## src/rtl/ccm_loader_pkg.sv

```systemverilog
// Shared encodings for the CCM loader: stream command bytes and FSM state codes.
package ccm_loader_pkg;

   localparam logic [7:0] CMD_ICCM = 8'hA1;
   localparam logic [7:0] CMD_DCCM = 8'hA2;
   localparam logic [7:0] CMD_GO   = 8'hFF;

   typedef logic [2:0] state_t;

   localparam state_t ST_IDLE = 3'd0;
   localparam state_t ST_HDR  = 3'd1;
   localparam state_t ST_DATA = 3'd2;
   localparam state_t ST_DONE = 3'd3;
   localparam state_t ST_ERR  = 3'd4;

endpackage

```

## src/rtl/ccm_word_assembler.sv

```systemverilog
// Packs accepted bytes into little-endian 32-bit words; word_valid_o fires
// combinationally with the 4th byte so the caller can register the write.
module ccm_word_assembler (
   input  logic        clk,
   input  logic        rst_n,
   input  logic        clr_i,
   input  logic        byte_valid_i,
   input  logic [7:0]  byte_i,
   output logic [31:0] word_o,
   output logic        word_valid_o
);

   logic [1:0]  cnt_q, cnt_d;
   logic [23:0] buf_q, buf_d;

   always_comb begin
      cnt_d = cnt_q;
      buf_d = buf_q;
      if (clr_i) begin
         cnt_d = 2'd0;
         buf_d = '0;
      end else if (byte_valid_i) begin
         cnt_d = cnt_q + 2'd1;
         case (cnt_q)
            2'd0:    buf_d[7:0]   = byte_i;
            2'd1:    buf_d[15:8]  = byte_i;
            2'd2:    buf_d[23:16] = byte_i;
            default: buf_d        = buf_q;
         endcase
      end
   end

   assign word_o       = {byte_i, buf_q};
   assign word_valid_o = byte_valid_i && !clr_i && (cnt_q == 2'd3);

   always_ff @(posedge clk or negedge rst_n) begin
      if (!rst_n) begin
         cnt_q <= 2'd0;
         buf_q <= '0;
      end else begin
         cnt_q <= cnt_d;
         buf_q <= buf_d;
      end
   end

endmodule

```

## src/rtl/ccm_loader.sv

```systemverilog
// Byte-stream loader for ICCM/DCCM; holds the core in reset until GO.
// core_rst_n is the core wrapper's only reset source, not the board reset.
//
// state | meaning
// IDLE  | waiting for a command byte
// HDR   | collecting 4 header bytes (addr lo/hi, count lo/hi)
// DATA  | assembling data words and writing them to the target
// DONE  | load complete, core released; sticky until rst_n
// ERR   | bad command seen, core held; sticky until rst_n
module ccm_loader
   import ccm_loader_pkg::*;
#(
   parameter int ICCM_AW = 14,  // 1..16
   parameter int DCCM_AW = 14   // 1..16
) (
   input  logic               clk,
   input  logic               rst_n,
   input  logic               in_valid,
   input  logic [7:0]         in_data,
   output logic               in_ready,
   output logic               iccm_we,
   output logic [ICCM_AW-1:0] iccm_addr,
   output logic [31:0]        iccm_wdata,
   output logic               dccm_we,
   output logic [DCCM_AW-1:0] dccm_addr,
   output logic [31:0]        dccm_wdata,
   output logic               core_rst_n,
   output logic               load_done,
   output logic               load_err
);

   localparam int ADDR_W = (ICCM_AW > DCCM_AW) ? ICCM_AW : DCCM_AW;

   state_t              state_q, state_d;
   logic                tgt_dccm_q, tgt_dccm_d;
   logic [1:0]          hdr_idx_q, hdr_idx_d;
   logic [7:0]          addr_lo_q, addr_lo_d;
   logic [ADDR_W-1:0]   waddr_q, waddr_d;
   logic [15:0]         remain_q, remain_d;
   logic [15:0]         count_full;
   logic                iccm_we_q, iccm_we_d;
   logic [ICCM_AW-1:0]  iccm_addr_q, iccm_addr_d;
   logic [31:0]         iccm_wdata_q, iccm_wdata_d;
   logic                dccm_we_q, dccm_we_d;
   logic [DCCM_AW-1:0]  dccm_addr_q, dccm_addr_d;
   logic [31:0]         dccm_wdata_q, dccm_wdata_d;
   logic                core_rst_n_q, core_rst_n_d;
   logic                load_done_q, load_done_d;
   logic                load_err_q, load_err_d;

   logic                accept;
   logic                asm_clr;
   logic                asm_valid;
   logic [31:0]         asm_word;
   logic                asm_word_valid;

   assign in_ready   = (state_q == ST_IDLE) || (state_q == ST_HDR) || (state_q == ST_DATA);
   assign accept     = in_valid && in_ready;
   assign asm_clr    = (state_q != ST_DATA);
   assign asm_valid  = accept && (state_q == ST_DATA);
   assign count_full = {in_data, remain_q[7:0]};

   ccm_word_assembler u_asm (
      .clk          (clk),
      .rst_n        (rst_n),
      .clr_i        (asm_clr),
      .byte_valid_i (asm_valid),
      .byte_i       (in_data),
      .word_o       (asm_word),
      .word_valid_o (asm_word_valid)
   );

   always_comb begin
      state_d      = state_q;
      tgt_dccm_d   = tgt_dccm_q;
      hdr_idx_d    = hdr_idx_q;
      addr_lo_d    = addr_lo_q;
      waddr_d      = waddr_q;
      remain_d     = remain_q;
      iccm_we_d    = 1'b0;
      iccm_addr_d  = iccm_addr_q;
      iccm_wdata_d = iccm_wdata_q;
      dccm_we_d    = 1'b0;
      dccm_addr_d  = dccm_addr_q;
      dccm_wdata_d = dccm_wdata_q;
      core_rst_n_d = core_rst_n_q;
      load_done_d  = load_done_q;
      load_err_d   = load_err_q;

      case (state_q)
         ST_IDLE: begin
            if (accept) begin
               if (in_data == CMD_ICCM || in_data == CMD_DCCM) begin
                  state_d    = ST_HDR;
                  tgt_dccm_d = (in_data == CMD_DCCM);
                  hdr_idx_d  = 2'd0;
               end else if (in_data == CMD_GO) begin
                  state_d      = ST_DONE;
                  core_rst_n_d = 1'b1;
                  load_done_d  = 1'b1;
               end else begin
                  state_d    = ST_ERR;
                  load_err_d = 1'b1;
               end
            end
         end
         ST_HDR: begin
            if (accept) begin
               hdr_idx_d = hdr_idx_q + 2'd1;
               case (hdr_idx_q)
                  2'd0: addr_lo_d = in_data;
                  // header address bits above ADDR_W are dropped here
                  2'd1: waddr_d   = ADDR_W'({in_data, addr_lo_q});
                  2'd2: remain_d  = {8'h00, in_data};
                  default: begin
                     remain_d = count_full;
                     state_d  = (count_full == 16'd0) ? ST_IDLE : ST_DATA;
                  end
               endcase
            end
         end
         ST_DATA: begin
            if (asm_word_valid) begin
               if (tgt_dccm_q) begin
                  dccm_we_d    = 1'b1;
                  dccm_addr_d  = waddr_q[DCCM_AW-1:0];
                  dccm_wdata_d = asm_word;
               end else begin
                  iccm_we_d    = 1'b1;
                  iccm_addr_d  = waddr_q[ICCM_AW-1:0];
                  iccm_wdata_d = asm_word;
               end
               waddr_d  = waddr_q + 1'b1;
               remain_d = remain_q - 16'd1;
               if (remain_q == 16'd1) state_d = ST_IDLE;
            end
         end
         ST_DONE, ST_ERR: state_d = state_q;
         default: state_d = ST_IDLE;
      endcase
   end

   always_ff @(posedge clk or negedge rst_n) begin
      if (!rst_n) begin
         state_q      <= ST_IDLE;
         tgt_dccm_q   <= 1'b0;
         hdr_idx_q    <= 2'd0;
         addr_lo_q    <= 8'h00;
         waddr_q      <= '0;
         remain_q     <= 16'd0;
         iccm_we_q    <= 1'b0;
         iccm_addr_q  <= '0;
         iccm_wdata_q <= '0;
         dccm_we_q    <= 1'b0;
         dccm_addr_q  <= '0;
         dccm_wdata_q <= '0;
         core_rst_n_q <= 1'b0;
         load_done_q  <= 1'b0;
         load_err_q   <= 1'b0;
      end else begin
         state_q      <= state_d;
         tgt_dccm_q   <= tgt_dccm_d;
         hdr_idx_q    <= hdr_idx_d;
         addr_lo_q    <= addr_lo_d;
         waddr_q      <= waddr_d;
         remain_q     <= remain_d;
         iccm_we_q    <= iccm_we_d;
         iccm_addr_q  <= iccm_addr_d;
         iccm_wdata_q <= iccm_wdata_d;
         dccm_we_q    <= dccm_we_d;
         dccm_addr_q  <= dccm_addr_d;
         dccm_wdata_q <= dccm_wdata_d;
         core_rst_n_q <= core_rst_n_d;
         load_done_q  <= load_done_d;
         load_err_q   <= load_err_d;
      end
   end

   assign iccm_we    = iccm_we_q;
   assign iccm_addr  = iccm_addr_q;
   assign iccm_wdata = iccm_wdata_q;
   assign dccm_we    = dccm_we_q;
   assign dccm_addr  = dccm_addr_q;
   assign dccm_wdata = dccm_wdata_q;
   assign core_rst_n = core_rst_n_q;
   assign load_done  = load_done_q;
   assign load_err   = load_err_q;

endmodule

```

## config.mk

```make
export PLATFORM = sky130hd
export DESIGN_NAME = ccm_loader
export DESIGN_NICKNAME = d
export VERILOG_FILES = /design/src/rtl/ccm_loader_pkg.sv /design/src/rtl/ccm_word_assembler.sv /design/src/rtl/ccm_loader.sv
export SDC_FILE = /design/constraint.sdc
export NUM_CORES = 1
export LEC_CHECK = 0
export BUFFER_PORTS_ARGS = -buffer_cell sky130_fd_sc_hd__buf_2
export CORE_MARGIN = 2
export CORE_UTILIZATION = 48
export CTS_CLUSTER_DIAMETER = 150
export DETAILED_ROUTE_END_ITERATION = 7
export GPL_ROUTABILITY_DRIVEN = 0
export PLACE_DENSITY = 0.69
export SLEW_MARGIN = 40
export SYNTH_ARGS = -nofsm -noshare
export SYNTH_HDL_FRONTEND = slang
export SYNTH_SLANG_ARGS = --single-unit
```

## constraint.sdc

```tcl
create_clock -name clk -period 4.7 [get_ports clk]
set_input_delay 0.94 -clock clk [delete_from_list [all_inputs] [get_ports clk]]
set_output_delay 0.94 -clock clk [all_outputs]
set_load 0.03 [all_outputs]
```

* Word-level counts from Yosys, hierarchy flattened
Cells that the tools add are included.
** Word-level totals
- Word-level logic and storage cells :: 119
- Register bits :: 166
- Bits of input ports :: 11
- Output and inout bits :: 98
** Operators by class
- $add $sub $neg :: 4
- Equal/unequal tests :: 23
- Mux-type cells :: 34
- Bitwise operators :: 4
- Reduce and logical (&&, ||, !) cells :: 35
** Operator list (number)
- $pmux 16 s2 :: 2
- $mux 24 :: 2
- $mux 14 :: 3
- $mux 16 :: 2
- $pmux 14 s2 :: 1
- $eq 8x8->1 const B :: 3
- $mux 8 :: 3
- $mux 3 :: 7
- $reduce_and 4->1 :: 5
- $eq 16x1->1 const B :: 1
- $logic_not 16->1 :: 1
- $sub 16x1->16 const B :: 1
- $add 14x1->14 const B :: 1
- $mux 2 :: 6
- $pmux 3 s4 :: 1
- $reduce_and 3->1 :: 4
- $reduce_bool 2->1 :: 6
- $ne 2x2->1 const B :: 5
- $ne 2x1->1 const B :: 4
- $eq 2x2->1 const B :: 3
- $eq 3x2->1 const B :: 2
- $mux 1 :: 6
- $reduce_and 2->1 :: 3
- $reduce_and 6->1 :: 1
- 15 further kinds :: 27

* Depth between registers and ports, before layout
- Word-level depth :: 9
- Gate-level depth with buffers :: 7
- Mapped depth without buffers :: 6

* Cells and area by module
Synthesis repeated with hierarchy kept, for this count alone.
** Second synthesis, totals
- Cell total of the unflattened synthesis :: 631
- Area, all modules :: 7537.2 um^2
** Modules (own cells, without submodules)
- ccm_loader :: cells each 522, instances 1, sequential area each 3503.4 um^2, area an instance 6236.0 um^2
- ccm_word_assembler :: cells each 109, instances 1, sequential area each 650.6 um^2, area an instance 1301.2 um^2

* Worst setup path before layout
OpenSTA, ideal clock, no wires.
- Kind :: input to register
- From :: in in_data[6]
- To :: reg hdr_idx_q[0]
- Path slack :: 2413 ps
- Data arrival time :: 2161 ps
- Setup time :: 125 ps
- Data required time :: 4575 ps
- Cell stages on the path :: 5
- Path through :: buf_2 or4_1 nor4_2 nor2_1 mux2_4
** On the way
- Cells in the longest elaborated chain, start to end :: 4
** Ends and longest elaborated chain
- start: declaration :: line ccm_loader.sv:19 : input logic [7:0] in_data,
- $eq 8x8->1 :: line ccm_loader.sv:93 : if (in_data == CMD_ICCM || in_data == CMD_DCCM) begin
- $logic_or 1x1->1 (*) :: line ccm_loader.sv:93
- $ne 2x1->1 (no line) (*)
- $reduce_and 4->1 (no line) (*)
- end signal: assignment :: line ccm_loader.sv:163 : hdr_idx_q <= hdr_idx_d;
- end: declaration :: line ccm_loader.sv:36 : logic [1:0] hdr_idx_q, hdr_idx_d;
Every way passes the cells marked *; elsewhere a longest branch is shown, timed or not.
A chain may end at the register's enable or synchronous reset.

* Final worst setup path
- From :: in in_valid
- To :: reg dccm_wdata_q[4] (netlist: dccm_wdata[4])
** On the way
- Cells in the longest elaborated chain, start to end :: 5
** Ends and longest elaborated chain
- start: declaration :: line ccm_loader.sv:18 : input logic in_valid,
- $logic_and 1x1->1 :: line ccm_loader.sv:58 : assign accept = in_valid && in_ready;
- $logic_and 1x1->1 :: line ccm_loader.sv:60 : assign asm_valid = accept && (state_q == ST_DATA);
- $logic_and 1x1->1 (2 in a row) :: line ccm_word_assembler.sv:34 : assign word_valid_o = byte_valid_i && !clr_i && (cnt_q == 2'd3);
- $reduce_and 3->1 (no line)
- end signal: assignment :: line ccm_loader.sv:172 : dccm_wdata_q <= dccm_wdata_d;
- end: declaration :: line ccm_loader.sv:46 : logic [31:0] dccm_wdata_q, dccm_wdata_d;
No other way between the ends.

==> flow_metrics.env <==
export IMPL_status="finished, final reports clean"
export IMPL_hp_start="iccm_wdata[17]"
export IMPL_avgSynthCellArea_sq_um=11.7
export IMPL_async_reset_ff_share_pct=100
export IMPL_p_per_area_nw_per_um2=630
export IMPL_grt_overflow=0
export IMPL_max_clock_freq_mhz=406
export IMPL_dp_hpwl_microns=11300
export IMPL_syn_nets=666
export IMPL_critPathCaptureType="flip-flop"
export IMPL_min_to="iccm_wdata[17]"
export IMPL_grt_util_all_layers_pct=21.9
export IMPL_finalMaxSlewViolations=0
export IMPL_hold_depth=1
export IMPL_synthCells=643
export IMPL_io_pins=109
export IMPL_regArea_sq_um=4150
export IMPL_place_ws_ps=1800
export IMPL_io_buffers=108
export IMPL_grt_max_degree=94
export IMPL_drtPass1Iterations=6
export IMPL_final_area_sq_um=8740
export IMPL_tns_ps=0
export IMPL_sw_frac_of_total_pct=38.4
export IMPL_fin_skew_ps=7.60
export IMPL_crit_type="primary input to flip-flop"
export IMPL_synth_edf_count=0
export IMPL_initial_utilization_pct=49.2
export IMPL_path_delay_family="simple AND/OR/NAND/NOR gates"
export IMPL_wl_per_cell_microns=18.4
export IMPL_cap_violations=0
export IMPL_ant_nets=0
export IMPL_cts_repair_resized=0
export IMPL_netlist_area_sq_um=7510
export IMPL_clockPowerShare_pct=25.8
export IMPL_comb_power_share_pct=32.9
export IMPL_layout_commonest_cell="dfrtp_1"
export IMPL_setup_viol=0
export IMPL_area_growth_pct=16.4
export IMPL_htreeDepth=4
export IMPL_path_buf_inv=2
export IMPL_path_cells="buf_2 -> buf_4 -> nand2b_1 -> nor2_1 -> nand2_4 -> mux2_2"
export IMPL_cts_hold_buf=0
export IMPL_grt_pass1_wl_microns=28200
export IMPL_ff2ff_setup_slack_ps=2290
export IMPL_layout_common_cells="dfrtp_1, buf_2, mux2_2, a21oi_1, nand2_1"
export IMPL_clock_latency_ps=430
export IMPL_hold_path_class="flip-flop to flip-flop"
export IMPL_reg2reg_depth=5
export IMPL_hold_violations=0
export IMPL_cpPeakStageDelay_ps=440
export IMPL_synth_cell_types=61
export IMPL_cts_num_sinks=166
export IMPL_cp_max_fo=47
export IMPL_relSlewSlack_pct=47.7
export IMPL_die_w_microns=129
export IMPL_drive_above_1_share_pct=35.7
export IMPL_fin_crit_ps=2460
export IMPL_grt_pass1_vias=5278
export IMPL_yosysSeqAreaShare_pct=55.3
export IMPL_arrival_ps=2770
export IMPL_ys_seq_elements=166
export IMPL_drc=0
export IMPL_rsz0062_at_grt="no"
export IMPL_vias=5468
export IMPL_dieArea_sq_um=16700
export IMPL_place_area_sq_um=8120
export IMPL_numCtsBuffers=17
export IMPL_drt_total_wl_microns=17400
export IMPL_finish_utilization_pct=57.3
export IMPL_ys_flop_type="dfrtp_1"
export IMPL_rows=45
export IMPL_place_inst=918
export IMPL_viasPerCell=5.76
export IMPL_clkTransAtPathRegs_ps=70
export IMPL_power_mw=5.50
export IMPL_internal_power_mw=3.39
export IMPL_worst_slew_pin_slew_ps=779
export IMPL_cts_root_buf="clkbuf_16"
export IMPL_die_h_microns=129
export IMPL_leakage_nw=4.12
export IMPL_r2r_end="remain_q[7]"
export IMPL_drt_initial_drc_count=499
export IMPL_diodes=0
export IMPL_fillCellCount=1252
export IMPL_timing_rr_start="state_q[1]"
export IMPL_final_nets=749
export IMPL_final_cells=950
export IMPL_ir_drop_uv=349
export IMPL_worstSetupStartpointType="primary input"
export IMPL_ys_warn_count=0
export IMPL_finalCritPeriodShare_pct=52.3
export IMPL_cts_tree="yes"
export IMPL_core_area_sq_um=15300
export IMPL_grt_antenna_before_repair=0
export IMPL_fin_ws_ps=2240
export IMPL_crit_required_ps=5010
export IMPL_crit_slowest_cell="mux2_2"
export IMPL_multi_input_area_sq_um=3050
export IMPL_cts_setup_buffers=0
export IMPL_clockBufferDepth=2
export IMPL_p_seq_share_pct=41.3
export IMPL_p_switching_mw=2.11
export IMPL_hold_ws_ps=499
cell usage after synthesis, drive strengths merged (2+ instances only):
cell	number	share of area (%)
nand3b	2	0.20
nand2	46	2.3
and3b	3	0.35
o21ai	25	1.7
a2bb2oi	5	0.58
mux2	101	15
nor3	6	0.40
o211ai	4	0.40
and4	3	0.35
a22oi	2	0.20
a21oi	52	3.5
o22a	2	0.23
nor4b	2	0.23
buf	33	2.7
nand4	10	0.83
or3b	2	0.23
o2bb2ai	4	0.47
o21a	2	0.20
o32ai	2	0.23
nor3b	5	0.65
or4	5	0.50
nor4	10	1.0
a31oi	11	0.92
dfrtp	166	55
nand3	36	2.4
nor2	18	0.97
a41o	2	0.27
mux2i	3	0.40
a32oi	8	0.93
o22ai	8	0.67
ha	12	2.0
inv	17	0.85
or2	2	0.17
clkbuf	18	0.92
and2	2	0.17
sequential cells by signal (all words and copies together) (netlist names), 8 cells and up:
register,count
addr_lo_q,8
dccm_addr,14
dccm_wdata,32
iccm_addr,14
iccm_wdata,32
remain_q,16
u_asm.buf_q,24
waddr_q,14
how the worst max path moves through the flow:
stage | from | to | slack (ps) | cells past startpoint
finish | in_valid | dccm_wdata[4] | 2240 | 6
global route | in_valid | dccm_wdata[4] | 2090 | 6
CTS | in_valid | dccm_wdata[4] | 2240 | 6
detailed placement | in_valid | dccm_wdata[17] | 1800 | 6
global placement | in_valid | dccm_wdata[3] | 1530 | 6
floorplan | in_data[6] | hdr_idx_q[0] | 2410 | 5
power groups by stage:
stage	sequential [mW]	combinational (mW)	clock, mW
2_1_floorplan	2.76	0.771	0
3_3_place_gp	2.26	1.76	0
3_5_place_dp	2.29	1.81	0
4_1_cts	2.27	1.82	1.44
5_1_grt	2.34	1.95	1.51
6_report	2.27	1.81	1.42
kinds of logic after synthesis:
family	count (synthesis)	synth area share, %
AOI/OAI and AO/OA	136	11.3
xor gates and xnor gates	1	0.117
adders and majority gates	12	2.00
buffers and inverters	68	4.50
DFF	166	55.3
muxes	104	15.6
and+or+nand+nor	156	11.2
routing by layer:
layer	vias up	track usage [%]	part of all wire, %
met5	-	0	0
met4	0	6.97	1.7
met3	27	5.53	5.5
met2	181	33.9	48
met1	2751	30.5	44
li1	2509	-	-
cell type report:
type | count | area share, %
inverters | 17 | 0.730
well taps | 211 | 3.02
clock buffers | 18 | 4.91
multi-input cells | 409 | 34.9
flip-flops and latches | 166 | 47.5
clock inverters | 14 | 2.03
repair buffers | 115 | 6.89
worst reg2reg max path, delay by kind of cell (launching register included):
family                 cells  cell delay [ps]
AO/OA/AOI/OAI              2              360
flip-flops                 1              580
buffers and inverters      1              350
AND/OR/NAND/NOR            2             1010
(Power assumes the default switching activity.)
